$ cat src/rtl/dmem_arbiter.sv
// rtl/dmem_arbiter.sv - CPU/DMA arbiter for the single-port byte data RAM
// Optional starvation guard: define DMEM_ARB_STARVE_GUARD_EN.
module dmem_arbiter #(
  parameter int bus_addr_data_width = 13,
  parameter int starve_max          = 15
) (
  input  logic                           clk,
  input  logic                           rst,
  input  logic                           cpu_we,
  input  logic                           cpu_re,
  input  logic [bus_addr_data_width-1:0] cpu_a,
  input  logic [7:0]                     cpu_w,
  output logic [7:0]                     cpu_r,
  output logic                           cpu_stall,
  input  logic                           dma_req,
  input  logic                           dma_we,
  input  logic [bus_addr_data_width-1:0] dma_a,
  input  logic [7:0]                     dma_w,
  output logic [7:0]                     dma_r,
  output logic                           dma_ack,
  output logic                           dmem_we,
  output logic                           dmem_re,
  output logic [bus_addr_data_width-1:0] dmem_a,
  output logic [7:0]                     dmem_w,
  input  logic [7:0]                     dmem_r
);

  typedef enum logic {
    IDLE = 1'b0,
    ACK  = 1'b1
  } state_t;

  state_t     state;
  state_t     state_next;
  logic       cpu_active;
  logic       starved;
  logic       dma_gnt;
  logic [7:0] dma_r_q;

  assign cpu_active = cpu_we | cpu_re;
  assign dma_gnt    = (state == IDLE) & dma_req & ~rst & (~cpu_active | starved);

`ifdef DMEM_ARB_STARVE_GUARD_EN
  localparam int CW = (starve_max < 1) ? 1 : $clog2(starve_max + 1);
  localparam logic [CW-1:0] STARVE_LIMIT = CW'(starve_max);

  logic [CW-1:0] starve_cnt;

  // Counts denied IDLE cycles of the current request; the ACK cycle neither counts nor clears.
  always_ff @(posedge clk) begin
    if (rst) begin
      starve_cnt <= '0;
    end else if (dma_gnt || !dma_req) begin
      starve_cnt <= '0;
    end else if (state == IDLE && starve_cnt != STARVE_LIMIT) begin
      starve_cnt <= starve_cnt + CW'(1);
    end
  end

  assign starved   = (starve_cnt == STARVE_LIMIT);
  assign cpu_stall = dma_gnt & cpu_active;
`else
  assign starved   = 1'b0;
  assign cpu_stall = 1'b0;
`endif

  always_ff @(posedge clk) begin
    if (rst) begin
      state <= IDLE;
    end else begin
      state <= state_next;
    end
  end

  always_comb begin
    state_next = state;
    case (state)
      IDLE:    if (dma_gnt) state_next = ACK;
      ACK:     state_next = IDLE;
      default: state_next = IDLE;
    endcase
  end

  // Read data is captured at the grant edge; writes leave the last read value in place.
  always_ff @(posedge clk) begin
    if (rst) begin
      dma_r_q <= 8'h00;
    end else if (dma_gnt && !dma_we) begin
      dma_r_q <= dmem_r;
    end
  end

  assign dma_r   = dma_r_q;
  assign dma_ack = (state == ACK);
  assign cpu_r   = dmem_r;

  // A granted DMA fully replaces the CPU access, so a stalled CPU write never reaches the RAM.
  always_comb begin
    dmem_we = cpu_we;
    dmem_re = cpu_re;
    dmem_a  = cpu_a;
    dmem_w  = cpu_w;
    if (dma_gnt) begin
      dmem_we = dma_we;
      dmem_re = ~dma_we;
      dmem_a  = dma_a;
      dmem_w  = dma_w;
    end
  end

endmodule

$ cat config.mk
export PLATFORM = sky130hd
export DESIGN_NAME = dmem_arbiter
export DESIGN_NICKNAME = d
export VERILOG_FILES = /design/src/rtl/dmem_arbiter.sv
export SDC_FILE = /design/constraint.sdc
export NUM_CORES = 1
export LEC_CHECK = 0
export ABC_CLOCK_PERIOD_IN_PS = 2300
export BUFFER_PORTS_ARGS = -buffer_cell sky130_fd_sc_hd__clkbuf_2
export CORE_ASPECT_RATIO = 0.5
export CORE_MARGIN = 2
export CORE_UTILIZATION = 25
export DETAILED_ROUTE_END_ITERATION = 16
export PLACE_DENSITY_LB_ADDON = 0.2
export SETUP_SLACK_MARGIN = 0.2
export SYNTH_ARGS = -nofsm -noshare
export SYNTH_HDL_FRONTEND = slang
export SYNTH_SLANG_ARGS = --single-unit
$ cat constraint.sdc
create_clock -name clk -period 2.3 [get_ports clk]
set_input_delay 0.115 -clock clk [delete_from_list [all_inputs] [get_ports clk]]
set_output_delay 0.115 -clock clk [all_outputs]
set_load 0.01 [all_outputs]
==> flow_summary.ini, run 1 <==
[sta]
timing.hold.ws_ps = 113
finalSetupTns_ps = 0
final.period_utilization_pct = 87.7
slew_violations = 0
setup_viol = 0
rsz0062_at_grt = no
clock_skew_ps = 1.66
slew_headroom_pct = 61.9
final-hold-violation-count = 0
fmax_ghz = 0.496
finalCriticalPeriod_ps = 2020
worst_slew_pin_slew_ps = 570
fin_ws_ps = 284

[yosys]
yosys.area_share.adder_pct = 0
synth-seq-cells = 9
syn_nets = 131
synth-compound-area-share_pct = 9.22
synthXorXnorAreaFrac_pct = 0
yosys.area_share.simple_pct = 15.4
netlist_instances = 75
synth_top_area_share_pct = 33.2
synth_area_um2 = 815
synth_seq_area_share_pct = 22.1
yosysTopAreaCell = mux2_4
yosys_warnings = 0
synth.avg_cell_area_um2 = 10.9
synthTopCellsByArea = mux2_4 (33%), dfxtp_1 (22%), buf_4 (8.3%), o211ai_1 (7.4%), buf_12 (4.9%)
ys_types = 18
synth.area.mux_share_pct = 37.3
synth_top_family_by_area = multiplexers

[clocking]
numCtsBuffers = 3
clk_pin_slew_ps = 50
cts_tree = yes
ctsHoldBuffers = 0
clockBufferDepth = 2
cts.repair.resized = 0
clock_sinks = 9
cts-root-buf = clkbuf_8
htreeDepth = 1
clk_latency_ps = 230

[worst_setup_path]
cpLargestDelayFamily = simple AND/OR/NAND/NOR gates
start_kind = flip-flop
r2r-start = dma_ack$_SDFF_PP0_
slowest_delay_ps = 570
rr_endpoint = dma_r[2]$_SDFFE_PP0P_
critPathCaptureType = output port
critPathSlowestCell = or4b_4
arrival_ps = 1900
path_max_fanout = 16
crit_chain = or4b_4, nor2_8, buf_12, mux2_4, clkbuf_2
cp-startpoint = dma_ack$_SDFF_PP0_
reg2reg_slack_ps = 880
required_ps = 2180
cp-endpoint = dmem_a[3]
cp_num_buf_inv = 2
worstSetupPathType = reg2out
r2r_cells = 4
cp.depth = 5

[route]
antenna_left = 0
wl_met3_um = 179
topRoutingLayerUsed = met4
first_iter_violations = 4
dr_wl_met2_um = 1290
vias_per_cell = 4.23
wl_per_cell_um = 11.8
vias = 867
drc_errors = 0
dr.pass1.iters = 4
met1Wirelength_um = 930
drt_wl_total_um = 2430

[place]
gp_congestion = 0.678
dp_worst_setup_slack_ps = 357
dp_hpwl_um = 2130
dpl-instance-area_um2 = 1240
dp_cells = 199
numPortBuffers = 95

[power]
p_leak_nw = 0.765
power_density_nw_per_um2 = 394
power_frac_seq_pct = 31.1
cellInternalPower_mw = 0.379
p_comb_share_pct = 33.5
total_power_mw = 0.518
ir_worst_vdd_mv = 0.165
p_sw_share_pct = 26.9
clockPowerShare_pct = 35.4
p_sw_mw = 0.140

[die]
fp.dieW_um = 84.7
core_area_um2 = 3050
die_h_um = 44.4
rows = 14
dieArea_um2 = 3760
start_util_pct = 26.7
pin_count = 97

[min_path]
hold_path_class = in2reg

[layout]
utilization_pct = 43.2
final_cell_mix = clkbuf_2 (95), mux2_4 (18), dfxtp_1 (9), o211ai_1 (8), nand2_1 (8)
drive_above_1_share_pct = 76.4
final_area_um2 = 1320
finalNonFillerCells = 205
insertedDiodeCount = 0
fill_cells = 311
syn_to_final_growth_pct = 61.8
nets = 222
final_common_cell = clkbuf_2

[outcome]
outcome = finished, final reports clean

[job]
drv_cap = 0

[global_route]
grt_max_degree = 17
grt_pass1_vias = 774
antenna_found_initial = 0
grt_pass1_wl_um = 3590
grt_overflow = 0
grt_usage_pct = 11.8
sequential cells by signal (all words and copies together) (netlist names):
| name | cells |
|---|---|
| dma_r | 8 |
| dma_ack | 1 |
tightest hold or removal path: cells and delay by family:
kind / cells / cell delay [ps]
buf+inv: 1 / 90
simple gates: 2 / 110
how the worst min path moves through the flow:
stage                          from                    end  slack (ps)  cells past startpoint
final                     dmem_r[0]  dma_r[0]$_SDFFE_PP0P_         110                      3
after global routing      dmem_r[0]  dma_r[0]$_SDFFE_PP0P_         120                      3
after CTS                 dmem_r[0]  dma_r[0]$_SDFFE_PP0P_         110                      3
after detailed placement  dmem_r[1]  dma_r[1]$_SDFFE_PP0P_         350                      3
after global placement    dmem_r[5]  dma_r[5]$_SDFFE_PP0P_         350                      3
after floorplan           dmem_r[0]  dma_r[0]$_SDFFE_PP0P_         240                      2
metal layers:
metal  track usage, %  vias to the layer above
met2             22.0                       35
met3             2.24                        2
met1             13.9                      383
met5                0                        -
li1                 -                      447
met4             4.76                        0
cells in the mapped netlist:
| cell | instances |
|---|---|
| mux2_4 | 18 |
| nor4b_2 | 1 |
| nand3_1 | 6 |
| or4b_4 | 1 |
| buf_6 | 1 |
| dfxtp_1 | 9 |
| conb_1 | 1 |
| nand4_1 | 2 |
| o211ai_1 | 8 |
| a21o_1 | 2 |
| clkbuf_1 | 1 |
| buf_4 | 9 |
| buf_12 | 2 |
| nand2_1 | 8 |
| nor2_8 | 1 |
| clkinv_1 | 1 |
| mux2_2 | 3 |
| nor2_1 | 1 |
repair_timing:
action	in CTS	in global routing
gates cloned	0	0
setup buffers	1	1
pin swaps	2	1
endpoints found under the setup margin	14	13
cell families (layout without fill, tap and decap cells):
kind of cell | after synthesis | after routing
other cells | 1 | 1
buf+inv | 14 | 104
flops | 9 | 9
compound gates | 10 | 10
simple gates | 20 | 20
mux | 21 | 21
power groups by stage:
stage / clock network (mW) / registers (mW) / logic (mW)
6_report: 0.184 / 0.161 / 0.174
5_1_grt: 0.197 / 0.161 / 0.187
4_1_cts: 0.188 / 0.161 / 0.175
3_5_place_dp: 0 / 0.164 / 0.173
3_3_place_gp: 0 / 0.164 / 0.172
2_1_floorplan: 0 / 0.166 / 0.0939
cell type report:
| cell class | instances | area (um2) | share of cell area [%] |
|---|---|---|---|
| clock buffer | 4 | 45.0 | 3.42 |
| inverter | 1 | 3.75 | 0.285 |
| multi-input combinational | 52 | 508 | 38.6 |
| sequential | 9 | 180 | 13.7 |
| tap | 40 | 50.0 | 3.80 |
| timing repair buffer | 99 | 531 | 40.3 |
Power figures use the tool's default switching activity.
==> inputs of run 2 (changes only) <==
--- a/config.mk
+++ b/config.mk
@@ -5,12 +5,12 @@
 export SDC_FILE = /design/constraint.sdc
 export NUM_CORES = 1
 export LEC_CHECK = 0
-export ABC_CLOCK_PERIOD_IN_PS = 2300
-export BUFFER_PORTS_ARGS = -buffer_cell sky130_fd_sc_hd__clkbuf_2
+export ABC_CLOCK_PERIOD_IN_PS = 2040
 export CORE_ASPECT_RATIO = 0.5
 export CORE_MARGIN = 2
 export CORE_UTILIZATION = 25
 export DETAILED_ROUTE_END_ITERATION = 16
+export DONT_BUFFER_PORTS = 1
 export PLACE_DENSITY_LB_ADDON = 0.2
 export SETUP_SLACK_MARGIN = 0.2
 export SYNTH_ARGS = -nofsm -noshare
==> constraint.sdc (replaced) <==
create_clock -name clk -period 2.04 [get_ports clk]
set_input_delay 0.102 -clock clk [delete_from_list [all_inputs] [get_ports clk]]
set_output_delay 0.102 -clock clk [all_outputs]
set_load 0.01 [all_outputs]
==> run 2 against run 1 <==
  * Setup slack worse by 110 ps
  * Cell count is 46% lower
  * Clock skew hardly changed
  * Design area is 37% lower
  * Power is 8.0% lower
  * Global-route usage is 1.3 points lower
  * Core utilization is 16 points lower
  * Routed wire length is 12% lower
  * First-iteration DRC count grew to 5.5 times the previous value
  * Largest power group unchanged
==> flow_summary.ini, run 2 (synthesis results as in run 1) <==
[outcome]
outcome = finished, final reports clean

[sta]
clock_skew_ps = 1.93
fin_ws_ps = 169
worst_slew_pin_slew_ps = 598
final.period_utilization_pct = 91.7
slew_violations = 0
slew_headroom_pct = 60.0
fmax_ghz = 0.534
final-hold-violation-count = 0
finalCriticalPeriod_ps = 1870
setup_viol = 0
finalSetupTns_ps = 0
rsz0062_at_grt = yes

[power]
power_density_nw_per_um2 = 572
total_power_mw = 0.477
ir_worst_vdd_mv = 0.247
p_leak_nw = 0.365

[route]
first_iter_violations = 22
vias_per_cell = 5.12
wl_per_cell_um = 19.3
drt_wl_total_um = 2120
dr.pass1.iters = 4
drc_errors = 0
vias = 563
antenna_left = 0

[global_route]
grt_pass1_wl_um = 3110
grt_usage_pct = 10.6
grt_max_degree = 13
grt_pass1_vias = 600
antenna_found_initial = 0
grt_overflow = 0

[worst_setup_path]
arrival_ps = 1770
cp_num_buf_inv = 1
critPathCaptureType = output port
critPathSlowestCell = or4b_4
crit_chain = or4b_4, nor2_8, buf_12, mux2_2
slowest_delay_ps = 530
cpLargestDelayFamily = simple AND/OR/NAND/NOR gates
worstSetupPathType = reg2out
path_max_fanout = 12
start_kind = flip-flop
required_ps = 1940

[place]
numPortBuffers = 0
gp_congestion = 0.652
dp_hpwl_um = 1830
dp_worst_setup_slack_ps = 230

[layout]
final_common_cell = mux2_4
syn_to_final_growth_pct = 2.46
insertedDiodeCount = 0
drive_above_1_share_pct = 45.7
largest_reg_flops = 8
nets = 127
final_cell_mix = mux2_4 (18), o211ai_1 (8), nand2_1 (8), dfxtp_1 (8), nand3_1 (6)
utilization_pct = 27.4

[clocking]
clock_sinks = 9
numCtsBuffers = 3
clk_pin_slew_ps = 40
clk_latency_ps = 220
ctsHoldBuffers = 0
cts-root-buf = clkbuf_8
htreeDepth = 1
clockBufferDepth = 2
cts_tree = yes

[die]
pin_count = 97
core_area_um2 = 3050
dieArea_um2 = 3760
rows = 14
die_h_um = 44.4
start_util_pct = 26.7
fp.dieW_um = 84.7

[job]
drv_cap = 0

[min_path]
hold_path_class = in2reg
[run 2: stage by stage]
step	area (um2)	std cells	hold slack [ps]
after floorplan	815	75	225
after global placement	777	105	204
after detailed placement	777	105	204
after CTS	835	110	2.62
after global routing	835	110	7.36
final	835	110	2.38
[run 2: path summary, 6_finish.rpt]
path	from	endpoint	slack (ps)	cells after the start
max	dma_ack$_SDFF_PP0_	dmem_a[12]	170	4
min	dmem_r[0]	dma_r[0]$_SDFFE_PP0P_	2	2
max reg2reg	dma_ack$_SDFF_PP0_	dma_r[2]$_SDFFE_PP0P_	600	4
min reg2reg	dma_r[6]$_SDFFE_PP0P_	dma_r[6]$_SDFFE_PP0P_	510	2
[run 2: layer usage]
metal / vias to the layer above / routed length, um / track usage [%]
met3: 2 / 96 / 1.31
met5: - / 0 / 0
li1: 255 / - / -
met2: 33 / 1350 / 24.6
met4: 0 / 22 / 3.81
met1: 273 / 657 / 9.54
[run 2: timing repair]
| action | in CTS | in global routing |
|---|---|---|
| buffers inserted | 1 | 0 |
| resized for setup | 2 | 0 |
| pin swaps | 1 | 0 |
| endpoints found under the setup margin | 22 | 20 |
[run 2: report_power, final]
part / internal (mW) / switching, mW / leakage [nW]
registers: 0.180 / 0.00419 / 0.0733
logic: 0.0486 / 0.0455 / 0.269
clock network: 0.136 / 0.0631 / 0.0228
[run 2: area by class of cell]
class,instances,area [um2]
timing repair buffer,4,46.3
clock buffer,4,45.0
fill,318,2210
tap,40,50.0
inverter,1,3.75
sequential,9,181
multi-input combinational,52,508
[run 2: worst reg2reg max path: stages (launching register included)]
cell      delay (ps)
dfxtp_2          340
or4b_4           530
buf_4            190
o211ai_1         180
nand2_1           80
==> inputs of run 3 (changes only) <==
--- a/config.mk
+++ b/config.mk
@@ -6,9 +6,8 @@
 export NUM_CORES = 1
 export LEC_CHECK = 0
 export ABC_CLOCK_PERIOD_IN_PS = 2040
-export CORE_ASPECT_RATIO = 0.5
 export CORE_MARGIN = 2
-export CORE_UTILIZATION = 25
+export CORE_UTILIZATION = 52
 export DETAILED_ROUTE_END_ITERATION = 16
 export DONT_BUFFER_PORTS = 1
 export PLACE_DENSITY_LB_ADDON = 0.2
==> run 3 against run 2 <==
  * Power decreased by 8.9%
  * Routed wire length decreased by 24%
  * Sequential share of layout area decreased by 1.8 points
  * First-iteration DRC count decreased by 95%
  * Non-clock buffer count increased by 12
  * Largest cell class unchanged
==> flow_summary.ini, run 3 (synthesis results as in run 1) <==
[clocking]
htreeDepth = 1
clockBufferDepth = 2
clk_pin_slew_ps = 60
cts-root-buf = clkbuf_4
numCtsBuffers = 3
cts_tree = yes
clk_latency_ps = 260
clock_sinks = 9

[layout]
nets = 139
fill_cells = 136
final_cell_mix = mux2_4 (21), dlygate4sd3_1 (9), o211ai_1 (8), nand2_1 (8), dfxtp_1 (8)
final_common_cell = mux2_4
syn_to_final_growth_pct = 11.5
drive_above_1_share_pct = 42.7
largest_reg_flops = 8
insertedDiodeCount = 0

[place]
numPortBuffers = 0
gp_congestion = 0.640

[sta]
worst_slew_pin_slew_ps = 565
timing.hold.ws_ps = 7.70
rsz0062_at_grt = yes
finalCriticalPeriod_ps = 1860
slew_violations = 0
finalSetupTns_ps = 0
clock_skew_ps = 1.05
slew_headroom_pct = 62.2
setup_viol = 0
final.period_utilization_pct = 91.4
fmax_ghz = 0.536
final-hold-violation-count = 0

[route]
drc_errors = 0
wl_per_cell_um = 16.5
drt_wl_total_um = 1620
vias = 602
vias_per_cell = 6.14
antenna_left = 0
first_iter_violations = 1
dr.pass1.iters = 2

[global_route]
grt_pass1_wl_um = 2360
grt_pass1_vias = 563
antenna_found_initial = 0
grt_usage_pct = 16.6
grt_overflow = 0
grt_max_degree = 11

[worst_setup_path]
path_max_fanout = 7
cp-startpoint = dma_ack$_SDFF_PP0_
worstSetupPathType = reg2out
required_ps = 1940
r2r-start = dma_ack$_SDFF_PP0_
critPathCaptureType = output port
start_kind = flip-flop
reg2reg_slack_ps = 630
r2r_cells = 4
arrival_ps = 1760

[die]
fp.dieW_um = 43.6
die_h_um = 43.6
core_area_um2 = 1490
dieArea_um2 = 1900
rows = 14
start_util_pct = 54.7
pin_count = 97

[min_path]
hold_path_class = in2reg
whs_path_depth = 2
hp-start = dma_we

[power]
p_sw_share_pct = 26.7
cellInternalPower_mw = 0.319
p_sw_mw = 0.116
total_power_mw = 0.435
clockPowerShare_pct = 32.3
power_frac_seq_pct = 42.2
ir_worst_vdd_mv = 0.351
power_density_nw_per_um2 = 478
p_leak_nw = 0.421
p_comb_share_pct = 25.5

[outcome]
outcome = finished, final reports clean

[job]
drv_cap = 0
[run 3: cell type report]
| type | count | area, um2 | share of cell area (%) |
|---|---|---|---|
| Multi-Input combinational cell | 52 | 519 | 57.2 |
| Timing Repair Buffer | 16 | 158 | 17.4 |
| Sequential cell | 9 | 181 | 20.0 |
| Tap cell | 16 | 20.0 | 2.20 |
| Inverter | 1 | 3.75 | 0.413 |
| Clock buffer | 4 | 26.3 | 2.89 |
[run 3: timing repair]
item / CTS / global route
setup buffers: 4 / 0
endpoints found under the hold margin: 8 / 0
resized for setup: 8 / 0
pin swaps: 2 / 1
hold buffers: 9 / 0
endpoints found under the setup margin: 22 / 22
[run 3: metal layers]
layer / vias up / share of wire (%) / global-route usage [%] / wire [um]
li1: 279 / - / - / -
met1: 266 / 32 / 16.6 / 515
met2: 55 / 53 / 30.0 / 854
met3: 2 / 15 / 9.17 / 236
met4: 0 / 0.80 / 3.64 / 13
met5: - / 0 / 0 / 0
[run 3: per-stage QoR]
step | utilization [%] | std cells | setup WS [ps] | cell area (um2)
2_1_floorplan | - | 75 | 317 | 815
3_3_place_gp | 49.3 | 81 | 202 | 734
3_5_place_dp | 49.3 | 81 | 187 | 734
4_1_cts | 61.0 | 98 | 139 | 908
5_1_grt | 61.0 | 98 | 122 | 908
6_report | 61.0 | 98 | 176 | 908
[run 3: power by group through the flow]
stage	registers (mW)	logic, mW	clock network, mW
floorplan	0.187	0.106	0
global placement	0.187	0.0891	0
detailed placement	0.187	0.0893	0
CTS	0.184	0.112	0.144
global route	0.184	0.119	0.155
finish	0.183	0.111	0.140
[run 3: path summary, 6_finish.rpt]
check | endpoint
worst max-delay path | dmem_w[4]
worst min-delay path | dma_r[2]$_SDFFE_PP0P_
worst max register to register | dma_r[7]$_SDFFE_PP0P_
worst min register to register | dma_r[5]$_SDFFE_PP0P_
[run 3: worst max-delay path, stage by stage, from the launching register on]
cell	delay [ps]
dfxtp_2	350
or4b_4	530
nor2_8	140
buf_6	160
mux2_4	320
